==> config.mk <==
export PLATFORM = sky130hd
export DESIGN_NAME = lc3_writeback_stage_flat
export DESIGN_NICKNAME = d
export VERILOG_FILES = /design/src/rtl/lc3_writeback_stage_if.sv /design/src/rtl/lc3_writeback_stage.sv /design/src/flat_wrapper.sv
export SDC_FILE = /design/constraint.sdc
export NUM_CORES = 1
export LEC_CHECK = 0
export ABC_AREA = 1
export CORE_ASPECT_RATIO = 0.6
export CORE_MARGIN = 2
export CORE_UTILIZATION = 50
export CTS_CLUSTER_DIAMETER = 50
export DETAILED_ROUTE_END_ITERATION = 16
export PLACE_DENSITY = 0.74
export SLEW_MARGIN = 20
export SYNTH_ARGS = -nofsm -noshare
export SYNTH_HDL_FRONTEND = slang
export SYNTH_SLANG_ARGS = --single-unit
==> constraint.sdc <==
create_clock -name clock -period 2.82 [get_ports clock]
set_clock_uncertainty 0.2 [all_clocks]
set_input_delay 0.423 -clock clock [delete_from_list [all_inputs] [get_ports clock]]
set_output_delay 0.423 -clock clock [all_outputs]
set_load 0.02 [all_outputs]
==> src/rtl/lc3_writeback_stage_if.sv <==
// Writeback-stage bus: result sources, register addresses and the writeback_out group.
// master = upstream driver/observer, slave = the writeback stage itself.
interface lc3_writeback_stage_if #(
   parameter int DATA_WIDTH = 16,
   parameter int REG_ADDR_W = 3
);
   logic                  enable_writeback;
   logic [1:0]            W_Control;
   logic [DATA_WIDTH-1:0] aluout;
   logic [DATA_WIDTH-1:0] memout;
   logic [DATA_WIDTH-1:0] pcout;
   logic [DATA_WIDTH-1:0] npc;
   logic [REG_ADDR_W-1:0] dr;
   logic [REG_ADDR_W-1:0] sr1;
   logic [REG_ADDR_W-1:0] sr2;
   logic                  writeback_enb_out;
   logic [2:0]            psr;
   logic [DATA_WIDTH-1:0] VSR1;
   logic [DATA_WIDTH-1:0] VSR2;

   modport master (
      output enable_writeback, W_Control, aluout, memout, pcout, npc, dr, sr1, sr2,
      input  writeback_enb_out, psr, VSR1, VSR2
   );

   modport slave (
      input  enable_writeback, W_Control, aluout, memout, pcout, npc, dr, sr1, sr2,
      output writeback_enb_out, psr, VSR1, VSR2
   );
endinterface

==> src/rtl/lc3_writeback_stage.sv <==
// LC-3 writeback: result mux into 8-entry RF, NZP update, registered sr1/sr2 reads; 1-clock latency,
// no backpressure (accepts every cycle). Define LC3_WB_BYPASS_EN for write-first same-edge reads.
module lc3_writeback_stage #(
   parameter int         DATA_WIDTH    = 16,
   parameter int         REG_ADDR_W    = 3,
   parameter logic [2:0] PSR_RESET_VAL = 3'b010
) (
   input logic                   clock,
   input logic                   reset,
   lc3_writeback_stage_if.slave  wb
);
   localparam int DEPTH = 1 << REG_ADDR_W;

   logic [DATA_WIDTH-1:0] regs [DEPTH];
   logic [DATA_WIDTH-1:0] wb_data;
   logic [DATA_WIDTH-1:0] rd1;
   logic [DATA_WIDTH-1:0] rd2;
   logic [DATA_WIDTH-1:0] vsr1_q;
   logic [DATA_WIDTH-1:0] vsr2_q;
   logic [2:0]            psr_q;
   logic                  enb_q;
   logic                  neg;
   logic                  zero;

   always_comb begin
      wb_data = wb.aluout;
      case (wb.W_Control)
         2'd0:    wb_data = wb.aluout;
         2'd1:    wb_data = wb.memout;
         2'd2:    wb_data = wb.pcout;
         default: wb_data = wb.npc;
      endcase
   end

   assign neg  = wb_data[DATA_WIDTH-1];
   assign zero = (wb_data == '0);

`ifdef LC3_WB_BYPASS_EN
   // Write-first: a read of the register being written this edge sees the new value.
   always_comb begin
      rd1 = regs[wb.sr1];
      rd2 = regs[wb.sr2];
      if (wb.enable_writeback && (wb.dr == wb.sr1)) rd1 = wb_data;
      if (wb.enable_writeback && (wb.dr == wb.sr2)) rd2 = wb_data;
   end
`else
   always_comb begin
      rd1 = regs[wb.sr1];
      rd2 = regs[wb.sr2];
   end
`endif

   always_ff @(posedge clock) begin
      if (reset) begin
         for (int i = 0; i < DEPTH; i++) regs[i] <= '0;
         psr_q  <= PSR_RESET_VAL;
         vsr1_q <= '0;
         vsr2_q <= '0;
         enb_q  <= 1'b0;
      end else begin
         enb_q  <= wb.enable_writeback;
         vsr1_q <= rd1;
         vsr2_q <= rd2;
         if (wb.enable_writeback) begin
            regs[wb.dr] <= wb_data;
            psr_q       <= {neg, zero, !neg && !zero};
         end
      end
   end

   assign wb.writeback_enb_out = enb_q;
   assign wb.psr               = psr_q;
   assign wb.VSR1              = vsr1_q;
   assign wb.VSR2              = vsr2_q;
endmodule

==> src/flat_wrapper.sv <==
// flat-port wrapper written by rule: the top's interface ports become plain ports
module lc3_writeback_stage_flat 
#(
   parameter int         DATA_WIDTH    = 16,
   parameter int         REG_ADDR_W    = 3,
   parameter logic [2:0] PSR_RESET_VAL = 3'b010
)
  (clock, reset, wb_enable_writeback, wb_W_Control, wb_aluout, wb_memout, wb_pcout, wb_npc, wb_dr, wb_sr1, wb_sr2, wb_writeback_enb_out, wb_psr, wb_VSR1, wb_VSR2);
  lc3_writeback_stage_if #(.DATA_WIDTH(DATA_WIDTH), .REG_ADDR_W(REG_ADDR_W)) wb_i ();
  input logic clock;
  input logic reset;
  input wire logic [$bits(wb_i.enable_writeback)-1:0] wb_enable_writeback;
  input wire logic [$bits(wb_i.W_Control)-1:0] wb_W_Control;
  input wire logic [$bits(wb_i.aluout)-1:0] wb_aluout;
  input wire logic [$bits(wb_i.memout)-1:0] wb_memout;
  input wire logic [$bits(wb_i.pcout)-1:0] wb_pcout;
  input wire logic [$bits(wb_i.npc)-1:0] wb_npc;
  input wire logic [$bits(wb_i.dr)-1:0] wb_dr;
  input wire logic [$bits(wb_i.sr1)-1:0] wb_sr1;
  input wire logic [$bits(wb_i.sr2)-1:0] wb_sr2;
  output wire logic [$bits(wb_i.writeback_enb_out)-1:0] wb_writeback_enb_out;
  output wire logic [$bits(wb_i.psr)-1:0] wb_psr;
  output wire logic [$bits(wb_i.VSR1)-1:0] wb_VSR1;
  output wire logic [$bits(wb_i.VSR2)-1:0] wb_VSR2;
  assign wb_i.enable_writeback = wb_enable_writeback;
  assign wb_i.W_Control = wb_W_Control;
  assign wb_i.aluout = wb_aluout;
  assign wb_i.memout = wb_memout;
  assign wb_i.pcout = wb_pcout;
  assign wb_i.npc = wb_npc;
  assign wb_i.dr = wb_dr;
  assign wb_i.sr1 = wb_sr1;
  assign wb_i.sr2 = wb_sr2;
  assign wb_writeback_enb_out = wb_i.writeback_enb_out;
  assign wb_psr = wb_i.psr;
  assign wb_VSR1 = wb_i.VSR1;
  assign wb_VSR2 = wb_i.VSR2;
  lc3_writeback_stage #(.DATA_WIDTH(DATA_WIDTH), .REG_ADDR_W(REG_ADDR_W), .PSR_RESET_VAL(PSR_RESET_VAL)) u_core (.clock(clock), .reset(reset), .wb(wb_i));
endmodule
### Word-level counts from Yosys, hierarchy flattened

Memories as Yosys holds them, arrays and structs flattened. A register that Yosys moved wholly into a read port is not among the register bits.
Index checks and enable logic that the tools add are counted.
Widths: inputs -> output; s select.

| cells by class | value |
|---|---|
| eq/ne operators | 2 |
| mux-type cells | 9 |
| reduce and logical (&&, ||, !) cells | 6 |

Operator list:

| kind | count |
|---|---|
| $pmux 16 s3 | 1 |
| $logic_not 16->1 | 1 |
| $mux 16 | 1 |
| $reduce_or 16->1 | 1 |
| $mux 1 | 6 |
| $mux 3 | 1 |
| $eq 2x1->1 const B | 1 |
| $eq 2x2->1 const B | 1 |
| $logic_not 1->1 | 2 |
| $logic_not 2->1 | 1 |
| $logic_and 1x1->1 | 1 |

| word-level totals | value |
|---|---|
| register bits | 4 |
| RAM bits | 128 |
| input bits | 78 |
| output and inout bits | 36 |
| word-level logic and storage cells | 20 |
| memories kept | 1 |

Memory list:

| memory | words | bits a word | read ports | clocked after memory_dff | write ports | line | source |
|---|---|---|---|---|---|---|---|
| u_core.regs | 8 | 16 | 2 | 2 | 8 | lc3_writeback_stage.sv:14 | `logic [DATA_WIDTH-1:0] regs [DEPTH];` |

### Longest topological paths before layout

| logic depth | value |
|---|---|
| depth after elaboration | 5 |
| depth in mapped cells | 11 |
| mapped depth without buffers | 10 |

### Worst setup path before layout

No wires, ideal clock.

| timing path | value |
|---|---|
| path kind | input port to flip-flop |
| from | input wb_enable_writeback |
| to | memory u_core.regs[0][0] (enable) |
| library setup time | 0.372 ns |
| data arrival time | 1.533 ns |
| data required time | 2.248 ns |
| setup slack | 0.716 ns |
| stages on the path | 7 |
| buffers on the path | 1 |
| cell sequence | inv_1 -> nor2_1 -> inv_1 -> nor2_1 -> nand2_1 -> buf_2 -> nand2_1 |

RTL lines:

| item | line | source |
|---|---|---|
| from (decl) | flat_wrapper.sv:12 | `input wire logic [$bits(wb_i.enable_writeback)-1:0] wb_enable_writeback;` |
| to (decl) | lc3_writeback_stage.sv:14 |  |

==> metrics.cfg <==
[status]
status = completed

[setup_path]
r2r-start = u_core.regs[5][12]$_SDFFCE_PN0P_
crit_arrival_ns = 2.14
worst_setup_path_end_kind = register
rrSetupSlack_ns = 1.35
critical_path_buf_inv_count = 3
rr_worst_depth = 6
max_stage_delay_ns = 0.59
cp.required_ns = 2.79
worstSetupPathType = input port to register
critical-path-top-delay-family = buffers and inverters
cp_max_fo = 10
critPathSlowestCell = clkdlybuf4s50_1
start_kind = input port
path_cells = clkdlybuf4s50_1, nand2_4, clkinv_1, nand2_1, nand4_1, inv_1, nor2_1
worst_r2r_endpoint = u_core.wb.VSR2[12]$_SDFF_PP0_

[synthesis]
yosysUniqueCellTypes = 28
synth_seq_cells = 164
synth_edf_count = 128
synth-main-ff-cell = edfxtp_1
async_flop_share_pct = 0
synth.avg_cell_area_um2 = 8.92
synth_nets = 997
ys_warn_count = 0
ys_seq_area_share_pct = 55.7
syn-instance-count = 919
syn_area_um2 = 8200

[grt]
globalRouteOverflowTotal = 0
antenna_found_initial = 0
grt_start_max_net_pins = 113
grt_pass1_vias = 6870
grt_pass1_wl_um = 37500
grt_usage_pct = 28.6

[die]
coreArea_um2 = 16100
pin_count = 114
dieArea_um2 = 17500
die_w_um = 169
initial_core_util_pct = 50.8
die_y_um = 103
rows = 36

[sta]
slew_headroom_pct = 58.4
fmaxAchievable_mhz = 460
rsz0062_at_grt = no
min_period_ns = 2.17
worst_pin_slew_ns = 0.624
slew_violations = 0
setup_violations = 0
finalHoldViolations = 0
post-route-period-util_pct = 77.1
timing.final.ws_setup_ns = 0.647
setup-tns-final_ns = 0

[clock_network]
cts.sinks = 164
cts_resized = 0
cts.path.max_buffers = 2
clkSlewWorstSetupHoldPaths_ns = 0.07
cts_tree = done
htree_levels = 4
numCtsBuffers = 17
postCtsHoldBufs = 0
clk_root_buffer_cell = clkbuf_16
postCtsSetupRepairBufs = 0
clk_latency_ns = 0.43

[power_and_ir_drop]
p_per_area_nw_per_um2 = 613
combinationalPowerShare_pct = 14.6
p_leak_nw = 3.87
total_power_mw = 6.36
power.switching_mw = 1.61
p_clk_share_pct = 41.0
ir_worst_vdd_v = 0.000355
power.internal_mw = 4.74
switching_share_pct = 25.4
p_seq_share_pct = 44.5

[run]
max_cap_violations = 0

[detailed_routing]
vias = 7279
ant_nets = 0
wl_per_cell_um = 19.2
routed_wl_um = 24000
drc = 0
first_pass_iters = 5
drt_iter0_drc = 1027
viasPerCell = 5.83

[hold_path]
hold_path.class = register to register
hold_end = u_core.wb.psr[1]$_SDFFE_PP1P_
hold_path_depth = 2
min_from = u_core.wb.psr[1]$_SDFFE_PP1P_

[place]
place.gp.congestion = 0.797
io_buffers = 113
hpwl_um = 15000
pre_cts_slack_ns = 0.227

[layout]
fin_nets = 1104
drive_gt1_share_pct = 10.3
area_growth_pct = 26.5
diodes = 0

[worst max-delay path by stage]
stage	endpoint	from	slack [ns]	cells after the start
floorplan	u_core.regs[0][0]$_SDFFCE_PN0P_	wb_enable_writeback	0.72	7
global placement	u_core.wb.psr[0]$_SDFFE_PP0P_	wb_W_Control[1]	0.28	10
detailed placement	u_core.wb.psr[0]$_SDFFE_PP0P_	wb_W_Control[1]	0.23	10
CTS	u_core.wb.psr[0]$_SDFFE_PP0P_	wb_W_Control[1]	0.67	10
global route	u_core.wb.psr[0]$_SDFFE_PP0P_	wb_W_Control[0]	0.50	11
finish	u_core.regs[6][15]$_SDFFCE_PN0P_	wb_W_Control[1]	0.65	7
[worst min-delay path, stage by stage, from the launching register on]
cell and delay (ns):
dfxtp_1 0.33, a21oi_1 0.06, o21ai_1 0.06
[cell usage in the layout (no fill, tap or decap), types with 11 or more instances in the layout]
master | Yosys | routed
clkdlybuf4s50_1 | 0 | 109
dfxtp_1 | 36 | 36
a31oi_1 | 32 | 32
o21ai_1 | 11 | 11
o211ai_1 | 32 | 32
clkbuf_16 | 0 | 17
nor2_1 | 176 | 176
nand2_1 | 86 | 86
o21ai_0 | 160 | 160
buf_4 | 3 | 27
inv_1 | 71 | 71
nand3_1 | 14 | 14
a21oi_1 | 65 | 65
edfxtp_1 | 128 | 128
[cells by family (layout without fill, tap and decap cells)]
| family | count (synthesis) | after routing | synth area share [%] |
|---|---|---|---|
| and+or+nand+nor | 320 | 320 | 17.9 |
| AOI/OAI and AO/OA | 300 | 300 | 19.8 |
| DFF | 164 | 164 | 55.7 |
| buffers and inverters | 135 | 255 | 6.64 |
[flip-flops by register name, indices dropped and copies added (netlist names)]
register,flops
u_core.regs,128
u_core.wb.VSR1,16
u_core.wb.VSR2,16
u_core.wb.psr,3
u_core.wb.writeback_enb_out,1
[per-layer routing]
layer  GRT usage (%)  wire [um]  vias up
met5               0          0        -
met4            8.61        395        0
met3            5.29       2450       42
met2            47.4      11100      414
met1            39.2      10000     3431
li1                -          -     3392
[synthesized netlist by cell type (11+ instances only)]
library cell / n / area share, %
a31oi_1: 32 / 2.4
nor2_1: 176 / 8.1
inv_1: 71 / 3.3
nand2_1: 86 / 3.9
clkbuf_1: 39 / 1.8
a21oi_1: 65 / 4.0
dfxtp_1: 36 / 8.8
o21ai_0: 160 / 9.8
edfxtp_1: 128 / 47
o211ai_1: 32 / 2.9
nand3_1: 14 / 0.85
o21ai_1: 11 / 0.67
buf_2: 15 / 0.92
[power by group through the flow]
stage	combinational (mW)	sequential, mW	clock (mW)
6_report	0.926	2.83	2.60
5_1_grt	1.01	2.84	2.70
4_1_cts	0.919	2.83	2.61
3_5_place_dp	0.912	2.88	0
3_3_place_gp	0.897	2.87	0
2_1_floorplan	0.448	2.92	0
[per-stage QoR]
stage | instances | cell area, um^2 | hold WS [ns] | util, %
2_1_floorplan | 919 | 8200 | 0.307 | -
3_3_place_gp | 1216 | 9700 | 0.290 | 60.2
3_5_place_dp | 1216 | 9700 | 0.276 | 60.2
4_1_cts | 1248 | 10400 | 0.294 | 64.3
5_1_grt | 1248 | 10400 | 0.331 | 64.3
6_report | 1248 | 10400 | 0.293 | 64.3
[layout make-up]
class / instances / area, um^2
Fill cell: 1282 / 5760
Sequential cell: 164 / 4560
Multi-Input combinational cell: 620 / 3090
Timing Repair Buffer: 150 / 1510
Clock buffer: 19 / 443
Inverter: 73 / 274
Tap cell: 209 / 262
Clock inverter: 13 / 220
No activity file was read; power rests on OpenSTA's default activity.
